$ cat src/rtl/tune_sequencer_if.sv
// Bundle between the note-entry logic and the tone sequencer.
// master: drives start/stop/loop_en/notes/clockSpeed/note_len,
//         observes pwm/busy/done/note_idx.
// slave:  the sequencer side of the same signals.
interface tune_sequencer_if #(
    parameter int NUM_NOTES = 6,
    parameter int NOTE_W    = 8,
    parameter int DIV_W     = 36,
    parameter int DUR_W     = 24
) ();
    localparam int IDX_W = (NUM_NOTES > 1) ? $clog2(NUM_NOTES) : 1;

    logic                        start;
    logic                        stop;
    logic                        loop_en;
    logic [NUM_NOTES*NOTE_W-1:0] notes;
    logic [DIV_W-1:0]            clockSpeed;
    logic [DUR_W-1:0]            note_len;
    logic                        pwm;
    logic                        busy;
    logic                        done;
    logic [IDX_W-1:0]            note_idx;

    modport master (
        output start, stop, loop_en, notes, clockSpeed, note_len,
        input  pwm, busy, done, note_idx
    );

    modport slave (
        input  start, stop, loop_en, notes, clockSpeed, note_len,
        output pwm, busy, done, note_idx
    );
endinterface

$ cat src/rtl/tune_sequencer.sv
// Tone sequencer: plays NUM_NOTES square-wave notes on one pwm pin.
// Ports: clk, reset (sync, active-high), bus (slave side of
// tune_sequencer_if: start/stop/loop_en/notes/clockSpeed/note_len in,
// pwm/busy/done/note_idx out, all outputs registered).
module tune_sequencer #(
    parameter int NUM_NOTES = 6,
    parameter int NOTE_W    = 8,
    parameter int DIV_W     = 36,
    parameter int DUR_W     = 24
) (
    input  logic             clk,
    input  logic             reset,
    tune_sequencer_if.slave  bus
);
    localparam int IDX_W = (NUM_NOTES > 1) ? $clog2(NUM_NOTES) : 1;
    localparam int H_W   = NOTE_W + DIV_W;
    localparam int NV_W  = NUM_NOTES * NOTE_W;

    typedef enum logic {IDLE, PLAY} state_t;

    state_t            state, state_nx;
    logic [NV_W-1:0]   notes_q, notes_nx;
    logic [DIV_W-1:0]  speed_q, speed_nx;
    logic [DUR_W-1:0]  len_q, len_nx;
    logic [IDX_W-1:0]  idx_q, idx_nx;
    logic [H_W-1:0]    tone_q, tone_nx;
    logic [DUR_W-1:0]  dur_q, dur_nx;
    logic              pwm_q, pwm_nx;
    logic              busy_q, busy_nx;
    logic              done_q, done_nx;

    logic [NOTE_W-1:0] cur_note;
    logic [H_W-1:0]    half;
    logic [DUR_W-1:0]  len_m1;
    logic              last_slot;
    logic [IDX_W-1:0]  nxt_idx;
    logic              nxt_loud;
    logic              start_loud;

    function automatic logic [NOTE_W-1:0] note_at(
        input logic [NV_W-1:0]  v,
        input logic [IDX_W-1:0] i
    );
        logic [NOTE_W-1:0] r;
        r = '0;
        for (int k = 0; k < NUM_NOTES; k++) begin
            if (i == IDX_W'(k)) r = v[k*NOTE_W +: NOTE_W];
        end
        return r;
    endfunction

    // Full-width half-period; a zero factor makes the note a rest.
    assign cur_note   = note_at(notes_q, idx_q);
    assign half       = H_W'(cur_note) * H_W'(speed_q);
    assign len_m1     = (len_q == '0) ? '0 : len_q - DUR_W'(1);
    assign last_slot  = (idx_q == IDX_W'(NUM_NOTES - 1));
    assign nxt_idx    = last_slot ? '0 : idx_q + IDX_W'(1);
    assign nxt_loud   = (note_at(notes_q, nxt_idx) != '0) &&
                        (speed_q != '0);
    // First note of a new pass is judged from the live inputs
    // being snapshotted on this same edge.
    assign start_loud = (note_at(bus.notes, '0) != '0) &&
                        (bus.clockSpeed != '0);

    always_ff @(posedge clk) begin
        if (reset) begin
            state   <= IDLE;
            notes_q <= '0;
            speed_q <= '0;
            len_q   <= '0;
            idx_q   <= '0;
            tone_q  <= '0;
            dur_q   <= '0;
            pwm_q   <= 1'b0;
            busy_q  <= 1'b0;
            done_q  <= 1'b0;
        end else begin
            state   <= state_nx;
            notes_q <= notes_nx;
            speed_q <= speed_nx;
            len_q   <= len_nx;
            idx_q   <= idx_nx;
            tone_q  <= tone_nx;
            dur_q   <= dur_nx;
            pwm_q   <= pwm_nx;
            busy_q  <= busy_nx;
            done_q  <= done_nx;
        end
    end

    always_comb begin
        state_nx = state;
        notes_nx = notes_q;
        speed_nx = speed_q;
        len_nx   = len_q;
        idx_nx   = idx_q;
        tone_nx  = tone_q;
        dur_nx   = dur_q;
        pwm_nx   = pwm_q;
        busy_nx  = busy_q;
        done_nx  = 1'b0;
        unique case (state)
            IDLE: begin
                pwm_nx  = 1'b0;
                busy_nx = 1'b0;
                idx_nx  = '0;
                tone_nx = '0;
                dur_nx  = '0;
                if (bus.start && !bus.stop) begin
                    state_nx = PLAY;
                    notes_nx = bus.notes;
                    speed_nx = bus.clockSpeed;
                    len_nx   = bus.note_len;
                    busy_nx  = 1'b1;
                    pwm_nx   = start_loud;
                end
            end
            PLAY: begin
                if (bus.stop) begin
                    state_nx = IDLE;
                    pwm_nx   = 1'b0;
                    busy_nx  = 1'b0;
                    idx_nx   = '0;
                    tone_nx  = '0;
                    dur_nx   = '0;
                end else if (dur_q == len_m1) begin
                    // Note boundary: tone phase never carries over.
                    tone_nx = '0;
                    dur_nx  = '0;
                    if (last_slot && !bus.loop_en) begin
                        state_nx = IDLE;
                        pwm_nx   = 1'b0;
                        busy_nx  = 1'b0;
                        done_nx  = 1'b1;
                        idx_nx   = '0;
                    end else begin
                        idx_nx = nxt_idx;
                        pwm_nx = nxt_loud;
                    end
                end else begin
                    dur_nx = dur_q + DUR_W'(1);
                    if (half == '0) begin
                        pwm_nx = 1'b0;
                    end else if (tone_q == half - H_W'(1)) begin
                        pwm_nx  = ~pwm_q;
                        tone_nx = '0;
                    end else begin
                        tone_nx = tone_q + H_W'(1);
                    end
                end
            end
            default: state_nx = IDLE;
        endcase
    end

    assign bus.pwm      = pwm_q;
    assign bus.busy     = busy_q;
    assign bus.done     = done_q;
    assign bus.note_idx = idx_q;
endmodule

$ cat src/flat_wrapper.sv
// flat-port wrapper written by rule: the top's interface ports become plain ports
module tune_sequencer_flat 
#(
    parameter int NUM_NOTES = 6,
    parameter int NOTE_W    = 8,
    parameter int DIV_W     = 36,
    parameter int DUR_W     = 24
)
  (clk, reset, bus_start, bus_stop, bus_loop_en, bus_notes, bus_clockSpeed, bus_note_len, bus_pwm, bus_busy, bus_done, bus_note_idx);
  tune_sequencer_if #(.NUM_NOTES(NUM_NOTES), .NOTE_W(NOTE_W), .DIV_W(DIV_W), .DUR_W(DUR_W)) bus_i ();
  input  logic clk;
  input  logic reset;
  input wire logic [$bits(bus_i.start)-1:0] bus_start;
  input wire logic [$bits(bus_i.stop)-1:0] bus_stop;
  input wire logic [$bits(bus_i.loop_en)-1:0] bus_loop_en;
  input wire logic [$bits(bus_i.notes)-1:0] bus_notes;
  input wire logic [$bits(bus_i.clockSpeed)-1:0] bus_clockSpeed;
  input wire logic [$bits(bus_i.note_len)-1:0] bus_note_len;
  output wire logic [$bits(bus_i.pwm)-1:0] bus_pwm;
  output wire logic [$bits(bus_i.busy)-1:0] bus_busy;
  output wire logic [$bits(bus_i.done)-1:0] bus_done;
  output wire logic [$bits(bus_i.note_idx)-1:0] bus_note_idx;
  assign bus_i.start = bus_start;
  assign bus_i.stop = bus_stop;
  assign bus_i.loop_en = bus_loop_en;
  assign bus_i.notes = bus_notes;
  assign bus_i.clockSpeed = bus_clockSpeed;
  assign bus_i.note_len = bus_note_len;
  assign bus_pwm = bus_i.pwm;
  assign bus_busy = bus_i.busy;
  assign bus_done = bus_i.done;
  assign bus_note_idx = bus_i.note_idx;
  tune_sequencer #(.NUM_NOTES(NUM_NOTES), .NOTE_W(NOTE_W), .DIV_W(DIV_W), .DUR_W(DUR_W)) u_core (.clk(clk), .reset(reset), .bus(bus_i));
endmodule
$ cat config.mk
export PLATFORM = sky130hd
export DESIGN_NAME = tune_sequencer_flat
export DESIGN_NICKNAME = d
export VERILOG_FILES = /design/src/rtl/tune_sequencer_if.sv /design/src/rtl/tune_sequencer.sv /design/src/flat_wrapper.sv
export SDC_FILE = /design/constraint.sdc
export NUM_CORES = 1
export LEC_CHECK = 0
export CORE_MARGIN = 2
export CORE_UTILIZATION = 30
export CTS_CLUSTER_DIAMETER = 80
export DETAILED_ROUTE_END_ITERATION = 7
export GPL_TIMING_DRIVEN = 0
export MAX_ROUTING_LAYER = met4
export PLACE_DENSITY = 0.43
export SLEW_MARGIN = 30
export SYNTH_ARGS = -nofsm -noshare
export SYNTH_HDL_FRONTEND = slang
export SYNTH_SLANG_ARGS = --single-unit
$ cat constraint.sdc
create_clock -name clk -period 11.35 [get_ports clk]
set_input_delay 1.7025 -clock clk [delete_from_list [all_inputs] [get_ports clk]]
set_output_delay 1.7025 -clock clk [all_outputs]
set_load 0.01 [all_outputs]
==> results by group, run 1 <==
Clock network
  – Total CTS buffers: 17
  – Clk slew on worst S/H paths: 90 ps
  – Cts-stage hold buffer count: 0
  – Clock Tree Buf Depth: 2
  – # H-tree levels: 4
  – TritonCTS clock tree: done
  – Clk sink count: 183
  – Clk root buf: clkbuf_16
  – Clock Latency Late Sink: 510 ps

Final layout
  – Design Area, Final: 0.0232 sq mm
  – Area grow syn2layout: 15.2%
  – Share of cells above drive strength 1: 4.08%
  – Number of fillers in the final layout: 7022
  – Commonest cells after routing, fill and taps aside: nand2_1 (554), fa_1 (204), a21oi_1 (195)
  – Non-filler cells, final: 3611
  – Nets: 3120
  – Final Core Density: 35.0%
  – Most common cell after layout, fill and taps aside: nand2_1
  – # diodes: 0

Synth
  – Synth Flop Type: dfxtp_1
  – Yosys Warn Count: 0
  – Synth async-reset ratio: 0%
  – Synthesized net count: 2979
  – Mean Syn Cell Area: 7.75 sq um
  – Post-Syn Instances: 2593
  – Synth cell types: 89
  – Post-synth EDFFs: 0
  – Synthesized area: 0.0201 sq mm
  – Flops & latches, synth: 183
  – Sequential area share after synthesis: 18.2%

Timing
  – Final setup violation count: 0
  – Slew HR: 35.9%
  – Worst-case clock skew: 20.6 ps
  – Final period utilization: 95.0%
  – Fin. max-slew vios: 0
  – Worst hold slack: 479 ps
  – Slew @ Worst Pin: 957 ps
  – Setup WS post-layout: 571 ps
  – Fin. Hold Viols: 0
  – Fin crit period: 10780 ps
  – Unrepaired setup endpoints after global routing: false
  – Max Freq: 92.8 MHz
  – Setup_tns: 0 ps

Worst setup path
  – Slowest cell on crit path: fa_1
  – Critical path's most frequent cell: fa_1
  – Crit-path max FO: 10
  – Startpoint Class: flip-flop
  – Critical path class: reg -> reg
  – Critical Path RT: 11740 ps
  – Critical Path AT: 11170 ps
  – CP bufs+invs: 8
  – Endpoint class of the critical path: flip-flop
  – Max stage delay on crit path: 610 ps
  – Cell family with most CP delay: simple AND/OR/NAND/NOR gates

Global routing
  – Initial antenna violation count: 0
  – Vias in the first global route: 19.0k
  – GRT Residual Overflow: 0
  – First-pass GRT wire length: 105000 um
  – GRT Total Usage: 19.9%
  – Largest net degree at the start of global routing: 21

Pwr
  – Power Density: 80.2 mW/mm^2
  – Pint: 1.17 mW
  – Peak supply drop: 0.121 mV
  – Sw Pwr: 0.684 mW
  – Tot Pwr: 1.86 mW
  – Clock power share: 34.8%
  – Net Sw Frac: 36.8%
  – LEAKAGE: 7.99 nW
  – Sequential Power Share: 36.4%
  – Comb pwr share: 28.8%

Route
  – Wirelength per Cell: 18.2 um
  – Via count: 18.7k
  – DRT Wirelength: 65600 um
  – Post-route ant nets: 0
  – Via density: 5.17
  – Residual DRC: 0
  – DR iter-0 viols: 963
  – First-pass iteration count of the detailed router: 5

Die
  – IO Count: 119
  – Die width: 263 um
  – Rows: 94
  – Initial core utilization: 30.4%
  – Core ar.: 0.0661 sq mm
  – Full die area: 0.0691 sq mm
  – Chip height: 263 um

Placement
  – Inst Count DP: 3577
  – Placed Area: 0.0224 sq mm
  – HPWL after detailed placement: 53200 um
  – Place WS: -399 ps
  – Buffers on Ports: 118
  – Routability cong.: 0.869

Min path
  – Hold Crit Class: reg -> reg

Outcome
  – Status: finished, final reports clean

Run
  – Max_cap viols: 0
power groups by stage:
stage	sequential [mW]	clock (mW)	combinational (mW)
after CTS	0.676	0.673	0.531
final	0.676	0.646	0.536
after global placement	0.691	0	0.520
after global routing	0.678	0.689	0.597
after detailed placement	0.691	0	0.527
after floorplan	0.685	0	0.348
timing repair:
action                                  in CTS  in global routing
cloned                                       0                  0
buffers inserted                             0                  2
pin swaps                                    0                  2
endpoints found under the setup margin      40                 45
gates resized for setup                      3                 22
layout make-up:
type	count	area (sq um)	share of cell area (%)
buffer	163	674	2.91
clock inverter	14	164	0.708
timing repair buffer	122	1210	5.22
inverter	158	593	2.56
clock buffer	18	439	1.90
sequential	183	3660	15.8
multi-input combinational	2089	15300	66.2
tap	864	1080	4.67
Yosys cell counts (all sizes together) (19+ instances only):
library cell	count	area, sq um
a21oi	195	976
and2	127	820
buf	29	159
clkbuf	134	504
dfxtp	183	3660
fa	204	4080
ha	69	863
inv	158	593
mux2i	27	270
nand2	554	2080
nand3	78	390
nand4	25	156
nor2	140	526
nor3	75	375
nor4	57	393
o21ai	64	320
or3	19	124
xnor2	89	780
xor2	66	578
path summary, 6_finish.rpt:
check                          from                 to  slack, ps  cells past startpoint
min reg2reg       u_core.notes_q[2]  u_core.notes_q[2]        480                      2
min               u_core.notes_q[2]  u_core.notes_q[2]        480                      2
max          u_core.bus.note_idx[0]  u_core.tone_q[18]        570                     33
max reg2reg  u_core.bus.note_idx[0]  u_core.tone_q[18]        570                     33
sequential cells by signal (all words and copies together) (netlist names):
signal,count
u_core.notes_q,48
u_core.bus.pwm,1
u_core.dur_q,24
u_core.state,1
u_core.tone_q,44
u_core.speed_q,36
u_core.len_q,24
u_core.bus.busy,1
u_core.bus.done,1
u_core.bus.note_idx,3
routing by layer:
metal | wire length, um | vias to the layer above | GRT usage [%]
met3 | 2330 | 70 | 2.52
met1 | 30000 | 9157 | 25.0
met2 | 32000 | 370 | 33.6
met4 | 1320 | 0 | 5.14
met5 | 0 | - | -
li1 | - | 9061 | -
cell families (layout without fill, tap and decap cells):
| group | after synthesis | after routing | synth area share (%) |
|---|---|---|---|
| compound gates | 450 | 450 | 14.3 |
| simple gates | 1180 | 1180 | 28.2 |
| fa+ha+maj | 273 | 273 | 24.6 |
| flops | 183 | 183 | 18.2 |
| buf+inv | 321 | 475 | 6.25 |
| xor+xnor | 157 | 157 | 6.98 |
| mux | 29 | 29 | 1.46 |
worst reg2reg max path: cells and delay by family, from the launching register on:
| kind | cells | cell delay, ps |
|---|---|---|
| buf+inv | 8 | 2010 |
| flops | 1 | 490 |
| simple gates | 11 | 3240 |
| xor+xnor | 1 | 140 |
| compound gates | 8 | 2450 |
| fa+ha+maj | 5 | 2310 |
(Power assumes the default switching activity.)
==> run 2: changes to the inputs <==
HOLD_SLACK_MARGIN = 0.02   (was default)
==> results of run 2 <==
The final DEF is identical to that of run 1; final timing and power are the same.
